===== src/rtl/corral_pkg.sv =====
// Shared types and default timing for the Corral input path and game controller.
package corral_pkg;
  typedef logic [2:0] move_t;

  localparam move_t MOVE_NONE           = 3'b000;
  localparam int    DEF_SYNC_STAGES     = 2;
  localparam int    DEF_DEBOUNCE_CYCLES = 4;
  localparam int    DEF_REPEAT_CYCLES   = 16;
endpackage


===== src/rtl/corral_debounce.sv =====
// Synchronizer chain plus debounce counter for one raw bit.
// The output rise is a registered one-cycle pulse when q_level goes 0->1.
module corral_debounce
  import corral_pkg::*;
#(
  parameter int SYNC_STAGES     = DEF_SYNC_STAGES,
  parameter int DEBOUNCE_CYCLES = DEF_DEBOUNCE_CYCLES
) (
  input  logic clock,
  input  logic reset,
  input  logic d_raw,
  output logic q_level,
  output logic rise
);
  localparam int            CW      = $clog2(DEBOUNCE_CYCLES + 1);
  localparam logic [CW-1:0] CNT_MAX = CW'(DEBOUNCE_CYCLES);

  logic [SYNC_STAGES-1:0] sync_q, sync_d;
  logic [CW-1:0]          cnt_q, cnt_d;
  logic                   level_q, level_d;
  logic                   rise_q, rise_d;
  logic                   d_s;

  assign sync_d[0] = d_raw;
  for (genvar gi = 1; gi < SYNC_STAGES; gi++) begin : g_sync
    assign sync_d[gi] = sync_q[gi-1];
  end
  assign d_s = sync_q[SYNC_STAGES-1];

  // The level flips only after the counter has sat at its maximum with the
  // input still disagreeing, so any agreement in between restarts the count.
  always_comb begin
    cnt_d   = '0;
    level_d = level_q;
    rise_d  = 1'b0;
    if (d_s != level_q) begin
      if (cnt_q == CNT_MAX) begin
        level_d = d_s;
        rise_d  = d_s;
      end else begin
        cnt_d = cnt_q + 1'b1;
      end
    end
  end

  always_ff @(posedge clock) begin
    if (reset) begin
      sync_q  <= '0;
      cnt_q   <= '0;
      level_q <= 1'b0;
      rise_q  <= 1'b0;
    end else begin
      sync_q  <= sync_d;
      cnt_q   <= cnt_d;
      level_q <= level_d;
      rise_q  <= rise_d;
    end
  end

  assign q_level = level_q;
  assign rise    = rise_q;
endmodule


===== src/rtl/corral_input_conditioner.sv =====
// Pad front end: sync/debounce enter, sync move, hand out one move command per press.
// Define CORRAL_AUTOREPEAT_EN to generate repeat presses while enter is held.
module corral_input_conditioner
  import corral_pkg::*;
#(
  parameter int SYNC_STAGES     = DEF_SYNC_STAGES,
  parameter int DEBOUNCE_CYCLES = DEF_DEBOUNCE_CYCLES,
  parameter int REPEAT_CYCLES   = DEF_REPEAT_CYCLES
) (
  input  logic       clock,
  input  logic       reset,
  input  logic       enter_raw,
  input  logic [2:0] move_raw,
  input  logic       cmd_ready,
  output logic       cmd_valid,
  output move_t      cmd_move,
  output logic       enter_level,
  output logic       dropped
);
  if (SYNC_STAGES < 2 || DEBOUNCE_CYCLES < 1 || REPEAT_CYCLES < 2) begin : g_param_check
    $error("corral_input_conditioner: illegal parameter value");
  end

  localparam int            WIN     = SYNC_STAGES + DEBOUNCE_CYCLES + 1;
  localparam int            WW      = $clog2(WIN + 1);
  localparam logic [WW-1:0] WIN_END = WW'(WIN);

  logic    level_w, rise_w, rep_press, press, xfer;
  move_t   move_sync_q [SYNC_STAGES];
  move_t   move_sync_d [SYNC_STAGES];
  move_t   move_s;
  logic [WW-1:0] win_q, win_d;
  logic    block_q, block_d;
  logic    cmd_valid_q, cmd_valid_d;
  move_t   cmd_move_q, cmd_move_d;
  logic    dropped_q, dropped_d;

  corral_debounce #(
    .SYNC_STAGES    (SYNC_STAGES),
    .DEBOUNCE_CYCLES(DEBOUNCE_CYCLES)
  ) u_enter (
    .clock  (clock),
    .reset  (reset),
    .d_raw  (enter_raw),
    .q_level(level_w),
    .rise   (rise_w)
  );

  assign move_sync_d[0] = move_raw;
  for (genvar gi = 1; gi < SYNC_STAGES; gi++) begin : g_move_sync
    assign move_sync_d[gi] = move_sync_q[gi-1];
  end
  assign move_s = move_sync_q[SYNC_STAGES-1];

`ifdef CORRAL_AUTOREPEAT_EN
  localparam int            RW      = $clog2(REPEAT_CYCLES + 1);
  localparam logic [RW-1:0] REP_END = RW'(REPEAT_CYCLES);

  logic [RW-1:0] rep_q, rep_d;

  // Counts cycles since the last (real or synthetic) press while held.
  always_comb begin
    rep_d = '0;
    if (level_w) begin
      rep_d = (rise_w || rep_q == REP_END) ? RW'(1) : rep_q + 1'b1;
    end
  end

  always_ff @(posedge clock) begin
    if (reset) rep_q <= '0;
    else       rep_q <= rep_d;
  end

  assign rep_press = level_w && (rep_q == REP_END);
`else
  assign rep_press = 1'b0;
`endif

  // A press held through reset must not turn into a command: the block stays
  // set until the debounced level is seen low after the pipeline has flushed.
  always_comb begin
    win_d   = (win_q == WIN_END) ? win_q : win_q + 1'b1;
    block_d = block_q && !((win_q == WIN_END) && !level_w);
  end

  always_comb begin
    press       = (rise_w || rep_press) && !block_q;
    xfer        = cmd_valid_q && cmd_ready;
    cmd_valid_d = cmd_valid_q && !xfer;
    cmd_move_d  = cmd_move_q;
    dropped_d   = 1'b0;
    if (press) begin
      if (!cmd_valid_q || xfer) begin
        cmd_valid_d = 1'b1;
        cmd_move_d  = move_s;
      end else begin
        dropped_d = 1'b1;
      end
    end
  end

  always_ff @(posedge clock) begin
    if (reset) begin
      for (int i = 0; i < SYNC_STAGES; i++) move_sync_q[i] <= MOVE_NONE;
      win_q       <= '0;
      // Raw sample taken only while reset is held; metastability here just
      // decides whether one boundary press is suppressed.
      block_q     <= enter_raw;
      cmd_valid_q <= 1'b0;
      cmd_move_q  <= MOVE_NONE;
      dropped_q   <= 1'b0;
    end else begin
      for (int i = 0; i < SYNC_STAGES; i++) move_sync_q[i] <= move_sync_d[i];
      win_q       <= win_d;
      block_q     <= block_d;
      cmd_valid_q <= cmd_valid_d;
      cmd_move_q  <= cmd_move_d;
      dropped_q   <= dropped_d;
    end
  end

  assign cmd_valid   = cmd_valid_q;
  assign cmd_move    = cmd_move_q;
  assign enter_level = level_w;
  assign dropped     = dropped_q;
endmodule


===== config.mk =====
export PLATFORM = sky130hd
export DESIGN_NAME = corral_input_conditioner
export DESIGN_NICKNAME = d
export VERILOG_FILES = /design/src/rtl/corral_pkg.sv /design/src/rtl/corral_debounce.sv /design/src/rtl/corral_input_conditioner.sv
export SDC_FILE = /design/constraint.sdc
export NUM_CORES = 1
export LEC_CHECK = 0
export ABC_AREA = 1
export BUFFER_PORTS_ARGS = -buffer_cell sky130_fd_sc_hd__buf_2
export CAP_MARGIN = 0
export CORE_UTILIZATION = 35
export CTS_CLUSTER_SIZE = 8
export DETAILED_ROUTE_END_ITERATION = 6
export HOLD_SLACK_MARGIN = 0.02
export PLACE_DENSITY_LB_ADDON = 0.15
export SYNTH_ARGS = -nofsm -noshare
export SYNTH_HDL_FRONTEND = slang
export SYNTH_SLANG_ARGS = --single-unit

===== constraint.sdc =====
create_clock -name clock -period 2.2 [get_ports clock]
set_clock_uncertainty 0.2 [all_clocks]
set_input_delay 0.22 -clock clock [delete_from_list [all_inputs] [get_ports clock]]
set_output_delay 0.22 -clock clock [all_outputs]
set_load 0.02 [all_outputs]

==> results.json, run 1 <==
{
  "cts-root-to-sink-buffers": 2,
  "synthesis.yosys.warnings": 0,
  "design.die.area_um2": 2440,
  "hold_violations": 0,
  "cts_post_setup_buffers_inserted": 0,
  "wire_per_inst_um": 7.96,
  "detail_route.iter0.violations": 1,
  "synth_top_family_by_area": "simple AND/OR/NAND/NOR gates",
  "setup.reg_to_reg.worst_slack_ns": 0.86,
  "leakage_power_summed_over_all_cells_nw": 0.472,
  "grt_first_pass_wirelength_um": 2010,
  "number_of_cts_inserted_buffers": 3,
  "run_status": "completed",
  "worstSetupPathType": "reg2reg",
  "cpMaxStageDelayCell": "sky130_fd_sc_hd__dfxtp_1",
  "antenna_found_initial": 0,
  "reg2reg_to": "block_q$_DFF_P_",
  "synth-simple-area-share": 0.183,
  "layout-area-overhead-vs-synth_pct": 23.1,
  "drc": 0,
  "final_common_cell": "sky130_fd_sc_hd__dfxtp_1",
  "floorplan.core_area_um2": 2040,
  "die_w_um": 49.4,
  "finalSetupTns_ns": 0,
  "grt_start_max_net_pins": 17,
  "post-route-util": 0.474,
  "synth.avg_cell_area_um2": 8.27,
  "netlist_instances": 95,
  "hold_start": "reset",
  "worstHoldPathType": "in2reg",
  "tritoncts": "done",
  "cp_slowest_stage_delay_ns": 0.37,
  "critPathBufInv": 1,
  "first_global_vias": 518,
  "finalWorstPathRequiredPeriod_ns": 1.34,
  "dpl_ws_ns": 0.875,
  "layout.cells.most_common_list": "sky130_fd_sc_hd__dfxtp_1 (22), sky130_fd_sc_hd__nor2_1 (21), sky130_fd_sc_hd__inv_1 (20)",
  "root_buffer": "sky130_fd_sc_hd__clkbuf_4",
  "grt_overflow_total": 0,
  "crit_path_cell_trace": "ha_1, ha_1, inv_1, o21ai_0, o21ai_0",
  "timing.max_slew.rel_slack": 0.819,
  "max_slew.worst_pin.slew_ns": 0.272,
  "power_uw": 756,
  "detailedRoute.firstPassIterationCount": 2,
  "critical_path.max_fanout": 4,
  "max_cap_violations": 0,
  "slew_viol_final": 0,
  "place.gp.congestion": 0.686,
  "start_util": 0.385,
  "postSynthRegisterBits": 22,
  "post_detailed_route_count_of_antenna_violating_nets": 0,
  "finalSetupViolations": 0,
  "r2r-start": "win_q[0]$_SDFFE_PP0P_",
  "synth_mux_area_frac": 0,
  "nFillCells": 212,
  "ctsHoldBuffers": 4,
  "worstSkewPairLatency_ns": 0.30,
  "detail_route.wirelength_um": 1120,
  "power.ir.vdd_worst_uv": 484,
  "chipHeight_um": 49.4,
  "antenna_cells": 0,
  "netlist-cell-type-count": 13,
  "worst_ep_required_time_ns": 2.20,
  "arrival_time_at_the_worst_endpoint_ns": 1.34,
  "clkTransAtPathRegs_ns": 0.12,
  "cpLargestDelayFamily": "flip-flops",
  "place.port_buffers": 12,
  "worstHoldPathCells": 2,
  "postCtsResizedCells": 0,
  "post_route_cells_drive_above_1_share": 0.149,
  "htree_levels": 1,
  "vias": 580,
  "max_freq_mhz": 745,
  "nets_final": 126,
  "rows": 16,
  "endpoint_kind": "register",
  "syn-num-nets": 106,
  "clock-sinks": 22,
  "grt_setup_unrepaired": "no",
  "critPathLaunchType": "register",
  "post_synth_xor_area_fraction": 0.0334,
  "synth_seq_area_share": 0.561,
  "io_pins": 13,
  "global_route_total_usage_across_every_layer": 0.112,
  "synth_adder_area_share": 0.0637,
  "whs_endpoint": "move_sync_q[1][2]$_SDFF_PP0_",
  "synth.cell_area_um2": 786,
  "place_hpwl_um": 795,
  "final.period_utilization": 0.610,
  "routed_via_density": 4.11,
  "synth-compound-area-share": 0.0573,
  "reg2regPathDepth": 5,
  "pwr_density_cell_nw_per_um2": 782,
  "setup_slack_ns": 0.857
}
-- metal layers --
metal / vias up / global-route usage / wire, µm
li1: 324 / - / -
met1: 241 / 0.114 / 540
met2: 13 / 0.192 / 495
met3: 2 / 0.0592 / 73
met4: 0 / 0.0429 / 13
met5: - / 0 / 0
-- worst max path at each step --
| stage | slack (ns) | depth (start not counted) | to | startpoint |
|---|---|---|---|---|
| 2_1_floorplan | 0.95 | 4 | win_q[2]$_SDFFE_PP0P_ | win_q[0]$_SDFFE_PP0P_ |
| 3_5_place_dp | 0.87 | 5 | block_q$_DFF_P_ | win_q[0]$_SDFFE_PP0P_ |
| 4_1_cts | 0.84 | 1 | enter_level | u_enter.q_level$_SDFFE_PP0P_ |
| 6_report | 0.86 | 5 | block_q$_DFF_P_ | win_q[0]$_SDFFE_PP0P_ |
| 3_3_place_gp | 0.92 | 5 | block_q$_DFF_P_ | win_q[0]$_SDFFE_PP0P_ |
| 5_1_grt | 0.74 | 5 | block_q$_DFF_P_ | win_q[0]$_SDFFE_PP0P_ |
-- sequential cells by signal, indices dropped and copies added (netlist names), 2 cells and up --
name	cells
move_sync_q	6
cmd_move	3
u_enter.cnt_q	3
win_q	3
u_enter.sync_q	2
-- stage by stage --
stage          hold WS [ns]  std cells  cell area (µm²)
2_1_floorplan        0.0972         95              786
3_3_place_gp          0.192        133              875
3_5_place_dp          0.193        133              875
4_1_cts              0.0406        141              967
5_1_grt              0.0621        141              967
6_report             0.0545        141              967
-- kinds of logic (layout without fill, tap and decap cells) --
kind of cell               after synthesis  after routing
DFF                                     22             22
and+or+nand+nor                         36             36
xor gates and xnor gates                 3              3
buffers and inverters                   21             40
AOI/OAI and AO/OA                        9              9
adders and majority gates                4              4
-- final cells by class --
class	count	area [µm²]	share of cell area
multi-input cells	52	265	0.274
clock buffers	3	22.5	0.0233
flip-flops and latches	22	440	0.455
inverters	20	75.1	0.0776
well taps	27	33.8	0.0349
repair buffers	16	100	0.103
clock inverters	1	30.0	0.0310
-- where the power goes --
group | switching, mW | internal, mW
clock network | 0.117 | 0.184
registers | 0.00625 | 0.413
logic | 0.0182 | 0.0179
total | 0.141 | 0.615
-- cells in the mapped netlist, drive strengths merged --
| master | instances | area [µm²] |
|---|---|---|
| o21ai | 5 | 25.0 |
| nor4 | 1 | 6.26 |
| buf | 1 | 5.00 |
| dfxtp | 22 | 440 |
| xor2 | 2 | 17.5 |
| nor2 | 22 | 85.1 |
| a21oi | 4 | 20.0 |
| ha | 4 | 50.1 |
| inv | 20 | 75.1 |
| nand2 | 10 | 37.5 |
| nand3 | 3 | 15.0 |
| xnor2 | 1 | 8.76 |
No activity file was read; power rests on OpenSTA's default activity.
==> inputs of run 2 (changes only) <==
Settings changed: ABC_AREA 1 to 0.
Clock period 2.2 ns to 1.1 ns, I/O delays scaled along.
==> results.json, run 2 <==
{
  "ctsHoldBuffers": 4,
  "synth_seq_area_share": 0.547,
  "design.die.area_um2": 2500,
  "synth.cell_area_um2": 806,
  "post_detailed_route_count_of_antenna_violating_nets": 0,
  "synthesis.yosys.warnings": 0,
  "setup.reg_to_reg.worst_slack_ns": -0.10,
  "worstSkewPairLatency_ns": 0.29,
  "netlist_instances": 74,
  "grt_start_max_net_pins": 23,
  "first_global_vias": 510,
  "hold_start": "cmd_ready",
  "worstHoldPathType": "in2reg",
  "nFillCells": 194,
  "die_w_um": 50.0,
  "nets_final": 118,
  "max_cap_violations": 0,
  "postSynthRegisterBits": 22,
  "worst_ep_required_time_ns": 1.08,
  "yosysTopAreaCellShare": 0.547,
  "layout.area.seq_um2": 455,
  "final_common_cell": "sky130_fd_sc_hd__dfxtp_2",
  "max_freq_mhz": 832,
  "clkTransAtPathRegs_ns": 0.11,
  "intPower_mw": 1.03,
  "rows": 17,
  "worst_hold_slack_ns": -0.0101,
  "place.port_buffers": 12,
  "slew_viol_final": 0,
  "synth-simple-area-share": 0.244,
  "hold_violations": 2,
  "chipHeight_um": 50.0,
  "detail_route.wirelength_um": 1310,
  "power.clock.fraction": 0.261,
  "layout.cells.most_common_list": "sky130_fd_sc_hd__dfxtp_2 (12), sky130_fd_sc_hd__buf_4 (11), sky130_fd_sc_hd__dfxtp_1 (10)",
  "violations": "negative hold slack, negative setup slack",
  "wire_per_inst_um": 9.85,
  "power_frac_seq": 0.649,
  "clock-sinks": 22,
  "synth.avg_cell_area_um2": 10.9,
  "power.ir.vdd_worst_uv": 840,
  "synthMostInstantiatedCell": "sky130_fd_sc_hd__dfxtp_1",
  "antenna_cells": 0,
  "synth-compound-area-share": 0.0248,
  "global_route_total_usage_across_every_layer": 0.118,
  "post-route-util": 0.550,
  "setup.worst_path.start": "win_q[1]$_SDFFE_PP0P_",
  "place_hpwl_um": 837,
  "r2r-start": "win_q[1]$_SDFFE_PP0P_",
  "tritoncts": "done",
  "netlist-cell-type-count": 20,
  "setup_slack_ns": -0.102,
  "leakage_power_summed_over_all_cells_nw": 0.478,
  "synthDominantAreaCellType": "sky130_fd_sc_hd__dfxtp_1",
  "detailedRoute.firstPassIterationCount": 2,
  "antenna_found_initial": 0,
  "place.gp.congestion": 0.633,
  "registers.top_by_ff_count": "move_sync_q",
  "pwr_density_cell_nw_per_um2": 1080,
  "grt_overflow_total": 0,
  "endpoint_kind": "register",
  "layout-area-overhead-vs-synth_pct": 49.5,
  "synth.top_cells.by_area": "sky130_fd_sc_hd__dfxtp_1 (55%), sky130_fd_sc_hd__mux2i_1 (7.5%), sky130_fd_sc_hd__ha_1 (6.2%)",
  "worstSetupPathType": "reg2reg",
  "critical_path.max_fanout": 4,
  "number_of_flops_mapped_to_enable_cells_by_yosys": 0,
  "post_synth_xor_area_fraction": 0.0217,
  "vias": 566,
  "finalSetupViolations": 10,
  "syn-num-nets": 85,
  "multiInputGateArea_um2": 427,
  "max_slew.worst_pin.slew_ns": 0.369,
  "largest_register_ffs": 6,
  "cts-root-to-sink-buffers": 2,
  "final.period_utilization": 1.09,
  "number_of_cts_inserted_buffers": 3,
  "commonest_cells_in_the_netlist": "sky130_fd_sc_hd__dfxtp_1 (22), sky130_fd_sc_hd__nor2b_1 (8), sky130_fd_sc_hd__nand2b_1 (7)",
  "power_mw": 1.30,
  "finalWorstPathRequiredPeriod_ns": 1.20,
  "root_buffer": "sky130_fd_sc_hd__clkbuf_4",
  "arrival_time_at_the_worst_endpoint_ns": 1.18,
  "dpl_ws_ns": -0.105,
  "synth_top_family_by_area": "simple AND/OR/NAND/NOR gates",
  "start_util": 0.368,
  "floorplan.core_area_um2": 2190,
  "detail_route.iter0.violations": 6,
  "post_route_cells_drive_above_1_share": 0.552,
  "critPathLaunchType": "register",
  "grt_first_pass_wirelength_um": 2150,
  "synth_flop_cell": "sky130_fd_sc_hd__dfxtp_1",
  "htree_levels": 1,
  "switchingPower_uw": 272,
  "synth_async_sr_flop_share": 0,
  "drc": 0,
  "synth_adder_area_share": 0.0621,
  "sw_frac_of_total": 0.209,
  "timing.max_slew.rel_slack": 0.754,
  "comb_power_share": 0.090,
  "run_status": "finished with violations",
  "synth_mux_area_frac": 0.0745,
  "io_pins": 13,
  "routed_via_density": 4.26,
  "grt_setup_unrepaired": "yes"
}
run 2: what timing repair did:
| item | CTS | global route |
|---|---|---|
| hold endpoints to repair | 14 | 5 |
| pin swaps | 7 | 7 |
| setup endpoints to repair | 18 | 17 |
| setup buffers | 3 | 8 |
| gates resized for setup | 24 | 12 |
run 2: stage by stage:
stage	TNS (ns)	instances	hold slack, ns	area, µm²
2_1_floorplan	-0.183	74	0.0288	838
3_3_place_gp	-0.569	116	0.119	953
3_5_place_dp	-0.793	116	0.125	953
4_1_cts	-0.645	126	-0.0328	1100
5_1_grt	-1.29	133	-0.00486	1200
6_report	-0.557	133	-0.0101	1200
run 2: cell type report:
cell class / count / share of cell area
Tap cell: 28 / 0.0291
Clock buffer: 3 / 0.0187
Inverter: 3 / 0.00935
Sequential cell: 22 / 0.378
Multi-Input combinational cell: 47 / 0.354
Timing Repair Buffer: 30 / 0.211
run 2: path summary, 6_finish.rpt:
kind | endpoint | cells past startpoint
worst max-delay path | win_q[1]$_SDFFE_PP0P_ | 4
worst min-delay path | cmd_valid$_SDFF_PP0_ | 4
worst max register to register | win_q[1]$_SDFFE_PP0P_ | 4
worst min register to register | move_sync_q[1][1]$_SDFF_PP0_ | 1
run 2: kinds of logic after synthesis:
logic type / count (synthesis)
buffers and inverters: 5
AO/OA/AOI/OAI: 4
multiplexers: 6
adder cells (fa/ha/maj): 4
XOR/XNOR: 2
flip-flops: 22
AND/OR/NAND/NOR: 31
run 2: metal layers:
metal / wire (µm) / part of all wire / track usage / up-vias
met1: 662 / 0.51 / 0.121 / 250
met5: 0 / 0 / 0 / -
met2: 602 / 0.46 / 0.198 / 9
li1: - / - / - / 305
met3: 34 / 0.026 / 0.0556 / 2
met4: 11 / 0.0084 / 0.0571 / 0
run 2: critical path, cell delays in order (launching register included):
cell,delay [ns]
sky130_fd_sc_hd__dfxtp_2,0.37
sky130_fd_sc_hd__ha_4,0.14
sky130_fd_sc_hd__ha_4,0.16
sky130_fd_sc_hd__mux2i_1,0.18
sky130_fd_sc_hd__nor2_1,0.05
run 2: power groups by stage:
stage          clock (mW)  combinational (mW)  sequential [mW]
3_3_place_gp            0              0.0873            0.860
4_1_cts             0.376               0.103            0.844
6_report            0.340               0.118            0.845
5_1_grt             0.404               0.133            0.849
3_5_place_dp            0              0.0894            0.861
2_1_floorplan           0              0.0603            0.858
